[config.mk]
export PLATFORM = sky130hd
export DESIGN_NAME = param_down_counter_uf_flat
export DESIGN_NICKNAME = d
export VERILOG_FILES = /design/src/rtl/param_down_counter_uf_if.sv /design/src/rtl/param_down_counter_uf.sv /design/src/flat_wrapper.sv
export SDC_FILE = /design/constraint.sdc
export NUM_CORES = 1
export LEC_CHECK = 0
export ABC_CLOCK_PERIOD_IN_PS = 2700
export BUFFER_PORTS_ARGS = -buffer_cell sky130_fd_sc_hd__buf_2
export CORE_MARGIN = 4
export CORE_UTILIZATION = 25
export DETAILED_ROUTE_END_ITERATION = 7
export GPL_TIMING_DRIVEN = 0
export REMOVE_ABC_BUFFERS = 1
export SYNTH_ARGS = -nofsm -noshare
export SYNTH_HDL_FRONTEND = slang
export SYNTH_SLANG_ARGS = --single-unit
[constraint.sdc]
create_clock -name clk -period 2.7 [get_ports clk]
set_input_delay 0.54 -clock clk [delete_from_list [all_inputs] [get_ports clk]]
set_output_delay 0.54 -clock clk [all_outputs]
set_load 0.01 [all_outputs]
[src/rtl/param_down_counter_uf_if.sv]
// Control and status bundle for param_down_counter_uf.
// The master drives load/decrement requests; the slave (the counter) returns its state.
interface param_down_counter_uf_if #(
  parameter int WIDTH = 4
);
  logic             load;
  logic [WIDTH-1:0] load_value;
  logic             en;
  logic [WIDTH-1:0] step;
  logic [WIDTH-1:0] reload_value;
  logic             clr_sticky;
  logic [WIDTH-1:0] count;
  logic             zero;
  logic             underflow;
  logic             underflow_sticky;

  modport master (
    output load, load_value, en, step, reload_value, clr_sticky,
    input  count, zero, underflow, underflow_sticky
  );

  modport slave (
    input  load, load_value, en, step, reload_value, clr_sticky,
    output count, zero, underflow, underflow_sticky
  );
endinterface

[src/rtl/param_down_counter_uf.sv]
// Loadable down-counter with programmable step and borrow detection.
// MODE selects the underflow policy: 0 wrap, 1 saturate at zero, 2 auto-reload.
module param_down_counter_uf #(
  parameter int WIDTH = 4,
  parameter int MODE  = 0
) (
  input  logic                   clk,
  input  logic                   rst,
  param_down_counter_uf_if.slave bus
);

  if (MODE < 0 || MODE > 2) begin : g_bad_mode
    $fatal(1, "param_down_counter_uf: MODE must be 0, 1 or 2");
  end
  if (WIDTH < 2 || WIDTH > 32) begin : g_bad_width
    $fatal(1, "param_down_counter_uf: WIDTH must be in 2..32");
  end

  logic [WIDTH-1:0] count_reg, count_next;
  logic             underflow_reg, underflow_next;
  logic             sticky_reg, sticky_next;
  logic [WIDTH:0]   diff_ext;
  logic             borrow;
  logic [WIDTH-1:0] borrow_value;

  // One extra bit so the borrow is the carry-out of the full-width subtraction.
  assign diff_ext = {1'b0, count_reg} - {1'b0, bus.step};
  assign borrow   = diff_ext[WIDTH];

  if (MODE == 1) begin : g_saturate
    assign borrow_value = '0;
  end else if (MODE == 2) begin : g_reload
    assign borrow_value = bus.reload_value;
  end else begin : g_wrap
    assign borrow_value = diff_ext[WIDTH-1:0];
  end

  always_comb begin
    count_next     = count_reg;
    underflow_next = 1'b0;
    if (bus.load) begin
      count_next = bus.load_value;
    end else if (bus.en) begin
      if (borrow) begin
        count_next     = borrow_value;
        underflow_next = 1'b1;
      end else begin
        count_next = diff_ext[WIDTH-1:0];
      end
    end
  end

  // A new borrow outranks a simultaneous clear so no event is lost.
  always_comb begin
    sticky_next = sticky_reg;
    if (underflow_next) begin
      sticky_next = 1'b1;
    end else if (bus.clr_sticky) begin
      sticky_next = 1'b0;
    end
  end

  always_ff @(posedge clk) begin
    if (rst) begin
      count_reg     <= '0;
      underflow_reg <= 1'b0;
      sticky_reg    <= 1'b0;
    end else begin
      count_reg     <= count_next;
      underflow_reg <= underflow_next;
      sticky_reg    <= sticky_next;
    end
  end

  assign bus.count            = count_reg;
  assign bus.zero             = (count_reg == '0);
  assign bus.underflow        = underflow_reg;
  assign bus.underflow_sticky = sticky_reg;

endmodule

[src/flat_wrapper.sv]
// flat-port wrapper written by rule: the top's interface ports become plain ports
module param_down_counter_uf_flat 
#(
  parameter int WIDTH = 4,
  parameter int MODE  = 0
)
  (clk, rst, bus_load, bus_load_value, bus_en, bus_step, bus_reload_value, bus_clr_sticky, bus_count, bus_zero, bus_underflow, bus_underflow_sticky);
  param_down_counter_uf_if #(.WIDTH(WIDTH)) bus_i ();
  input  logic clk;
  input  logic rst;
  input wire logic [$bits(bus_i.load)-1:0] bus_load;
  input wire logic [$bits(bus_i.load_value)-1:0] bus_load_value;
  input wire logic [$bits(bus_i.en)-1:0] bus_en;
  input wire logic [$bits(bus_i.step)-1:0] bus_step;
  input wire logic [$bits(bus_i.reload_value)-1:0] bus_reload_value;
  input wire logic [$bits(bus_i.clr_sticky)-1:0] bus_clr_sticky;
  output wire logic [$bits(bus_i.count)-1:0] bus_count;
  output wire logic [$bits(bus_i.zero)-1:0] bus_zero;
  output wire logic [$bits(bus_i.underflow)-1:0] bus_underflow;
  output wire logic [$bits(bus_i.underflow_sticky)-1:0] bus_underflow_sticky;
  assign bus_i.load = bus_load;
  assign bus_i.load_value = bus_load_value;
  assign bus_i.en = bus_en;
  assign bus_i.step = bus_step;
  assign bus_i.reload_value = bus_reload_value;
  assign bus_i.clr_sticky = bus_clr_sticky;
  assign bus_count = bus_i.count;
  assign bus_zero = bus_i.zero;
  assign bus_underflow = bus_i.underflow;
  assign bus_underflow_sticky = bus_i.underflow_sticky;
  param_down_counter_uf #(.WIDTH(WIDTH), .MODE(MODE)) u_core (.clk(clk), .rst(rst), .bus(bus_i));
endmodule
==> summary.md <==
The run finished with clean final reports. In the synthesized netlist the dominant register cell turns out to be dfxtp_1. The cell area that synthesis handed to floorplanning was 394.1 um^2.

For the HPWL after detailed placement, the log shows 719.3 um. The count of nets left with antenna violations once routing finished came out at 0. Clock latency on the worst-skew pair, taken at its later pin, is 0.24 ns. Share of synthesized registers carrying an async set or reset: 0. For this design the ratio of total power to cell area is 494.7 nW/um^2. TritonCTS built the clock tree.

The highest layer used for signal routing is met3. Cell internal power was estimated by the tool at 184.1 uW. The hold violation count in the final report was 0. The synthesized design contains 6 register bits. For this run, the number of Yosys warnings is 0. The relative max-transition margin was 0.8659.

The count of pins over their slew limit was 0; the relative contribution of combinational cells to total power was 0.288. Data arrives at the worst endpoint at 1.86 ns. The minimum clock period was 1.725 ns; the part of the total power dissipated in the clock network was 0.316. The starting density of the core is 0.2616, and the leakage component of the power is 0.2660 nW.

The buffering stage count on the worst path with inverters included was 1; the cell count after synthesis was 48. At the worst endpoint, the required time is 2.84 ns. The logs give 0 for the number of antenna violations at the first check in global routing and 1 for the violation count after the first detailed-routing iteration.

The first-pass GRT wire length was 1283 um; the via count of the first global-routing pass was 314. The fraction of the mapped netlist area in compound gates is 0.1302, and the overall power is 258.1 uW. After detailed routing, the number of remaining DRC violations is 0. In this run the horizontal extent of the chip is 47.71 um. Detailed routing inserted a total of 387 vias. For the final hold slack, the log shows 0.4713 ns.

The number of antenna diodes in the final layout is 0. The H-tree depth reported by CTS is 1. The type of destination of the critical path was a register. On the worst path, the slowest cell contributes a delay of 0.41 ns. At the pin with the least slew margin, the transition time is 0.1993 ns. Area enclosed by the die boundary: 2276 um^2. The worst setup path is launched from a register. For the placer congestion estimate, the log shows 0.7030.

From bottom edge to top edge, the die measures 47.71 um. The top cell types in the final layout, fill and taps aside, are buf_2 (19), nor2_1 (8), dfxtp_1 (6), inv_1 (5), a21oi_1 (5). The number of enable-type register cells in the synthesized netlist was 0; the switching power of the nets was 74.00 uW.

Dividing the detail-routed wire length by the instance count gives 10.30 um. The fmax is 579.7 MHz, and the number of flip-flops under the largest register name is 4. A synthesized cell averages 8.211 um^2. The most common library cell in the layout ignoring fill and taps was buf_2.

The synthesized-area fraction occupied by xor and xnor cells was 0.02222; the post-CTS clock slew at the launch and capture registers of the worst setup and hold paths was 0.04 ns. Setup repair after global routing left no endpoint under its margin. The max-capacitance violation count was 0. Across the VDD grid, the largest voltage drop is 0.2389 mV. Global routing finished with a remaining overflow of 0. The multiplexer share of the synthesized area is 0.06349.

The setup TNS was 0 ns; the number of buffers created by CTS was 3. The ratio of cells with drive above 1 in the final layout came out at 0.3382. For the number of distinct standard cells referenced by the synthesized netlist, the log shows 22. The first detailed-routing pass took 2 iterations. The standard-cell row count is 14, and the final critical-path setup slack is 0.9750 ns. For the final database, setup skew stands at 0.002056 ns. For the setup slack after placement, the log shows 0.7806 ns.

For the maximum root-to-sink buffer count, the log shows 2. The count of instances resized after the clock tree is built is 0. Post-CTS timing repair inserted 0 buffers for setup. The register area share after synthesis was 0.3048. The overall fraction of global-route tracks in use is 0.08030, and the final number of setup-violating endpoints is 0. For this design, the CTS-stage hold fixing added 0 buffers.

Class of the worst hold path: reg2reg. The largest delay contributor family on the critical path was adder cells. The routed design uses 368 um of met2 wire. The simple-gate area share of the yosys netlist was 0.2286. By area, the combinational part of the netlist is dominated by simple AND/OR/NAND/NOR gates. For the wire length on met1, the log shows 408 um.

Via density per instance: 4.607. The signal on the critical path passes through inv_1 > ha_1 > fa_1 > xnor2_1 > mux2_4 > mux2i_1 > nor2_1. Of all nets on the critical path, the largest fanout is 4.

The final layout contains routed wiring with a total length of 865 um. The slowest stage of the critical path belongs to the cell fa_1. The detailed-routed wire length on met3 is 88 um. The proportion of power drawn by flip-flops and latches is 0.397. The final critical-path share of the clock period works out to 0.6389. The number of top-level pins was 24; the maximum number of pins on one net before global-route repair was 11. Adder and majority gate portion of the synthesized area: 0.1778. Switching share of power: 0.2867. The clock drives 6 sinks. The worst setup path is of the reg2reg kind. The area growth from synthesis to final layout came out at 32.38%. For the number of nets in the layout, the log shows 92.

The library cell used as clock root buffer is clkbuf_4. The count of buffers added on input and output ports is 19. In this run the standard cell core region covers 1506 um^2.
==> path summary, 6_finish.rpt <==
check / startpoint / to / slack (ns) / cells after the start
worst min-delay path: u_core.bus.underflow_sticky / u_core.bus.underflow_sticky / 0.47 / 2
worst max-delay path: u_core.bus.count[0] / u_core.bus.count[2] / 0.98 / 7
worst min register to register: u_core.bus.underflow_sticky / u_core.bus.underflow_sticky / 0.47 / 2
worst max register to register: u_core.bus.count[0] / u_core.bus.count[2] / 0.98 / 7
==> cells by family after synthesis <==
logic type	count (synthesis)
buffers and inverters	7
xor gates and xnor gates	1
DFF	6
and+or+nand+nor	18
AOI/OAI and AO/OA	9
adders and majority gates	5
muxes	2
==> tightest hold or removal path: cells and delay by family, from the launching register on <==
kind               cells  cell delay [ns]
AOI/OAI and AO/OA      1             0.06
and+or+nand+nor        1             0.06
DFF                    1             0.30
==> cell usage after synthesis (all sizes together) (2+ instances only) <==
cell type	count	share of area
nor2b	2	0.032
inv	5	0.048
ha	4	0.13
nor2	8	0.076
a21oi	5	0.063
nand3	2	0.025
dfxtp	6	0.30
a211oi	2	0.038
==> metal layers <==
layer,track usage,vias up
met5,0,-
met4,0,0
met3,0.06015,0
met2,0.1055,14
met1,0.1114,169
li1,-,204
==> power groups by stage <==
stage | Sequential, mW | Clock [mW] | Combinational (mW)
2_1_floorplan | 0.106 | 0 | 0.0430
3_3_place_gp | 0.104 | 0 | 0.0738
3_5_place_dp | 0.104 | 0 | 0.0750
4_1_cts | 0.102 | 0.0846 | 0.0755
5_1_grt | 0.103 | 0.0903 | 0.0851
6_report | 0.102 | 0.0814 | 0.0742
==> area by class of cell <==
type                       instances  area, um^2
timing repair buffer              19       95.09
clock buffer                       3       22.52
multi-input combinational         35       245.2
sequential                         6       120.1
fill                             173       984.7
tap                               16       20.02
inverter                           5       18.77
==> per-stage QoR <==
| stage | instance area [um^2] | utilization | std cells |
|---|---|---|---|
| 2_1_floorplan | 384.1 | - | 46 |
| 3_3_place_gp | 499.2 | 0.3314 | 81 |
| 3_5_place_dp | 499.2 | 0.3314 | 81 |
| 4_1_cts | 521.8 | 0.3463 | 84 |
| 5_1_grt | 521.8 | 0.3463 | 84 |
| 6_report | 521.8 | 0.3463 | 84 |
(Power assumes the default switching activity.)
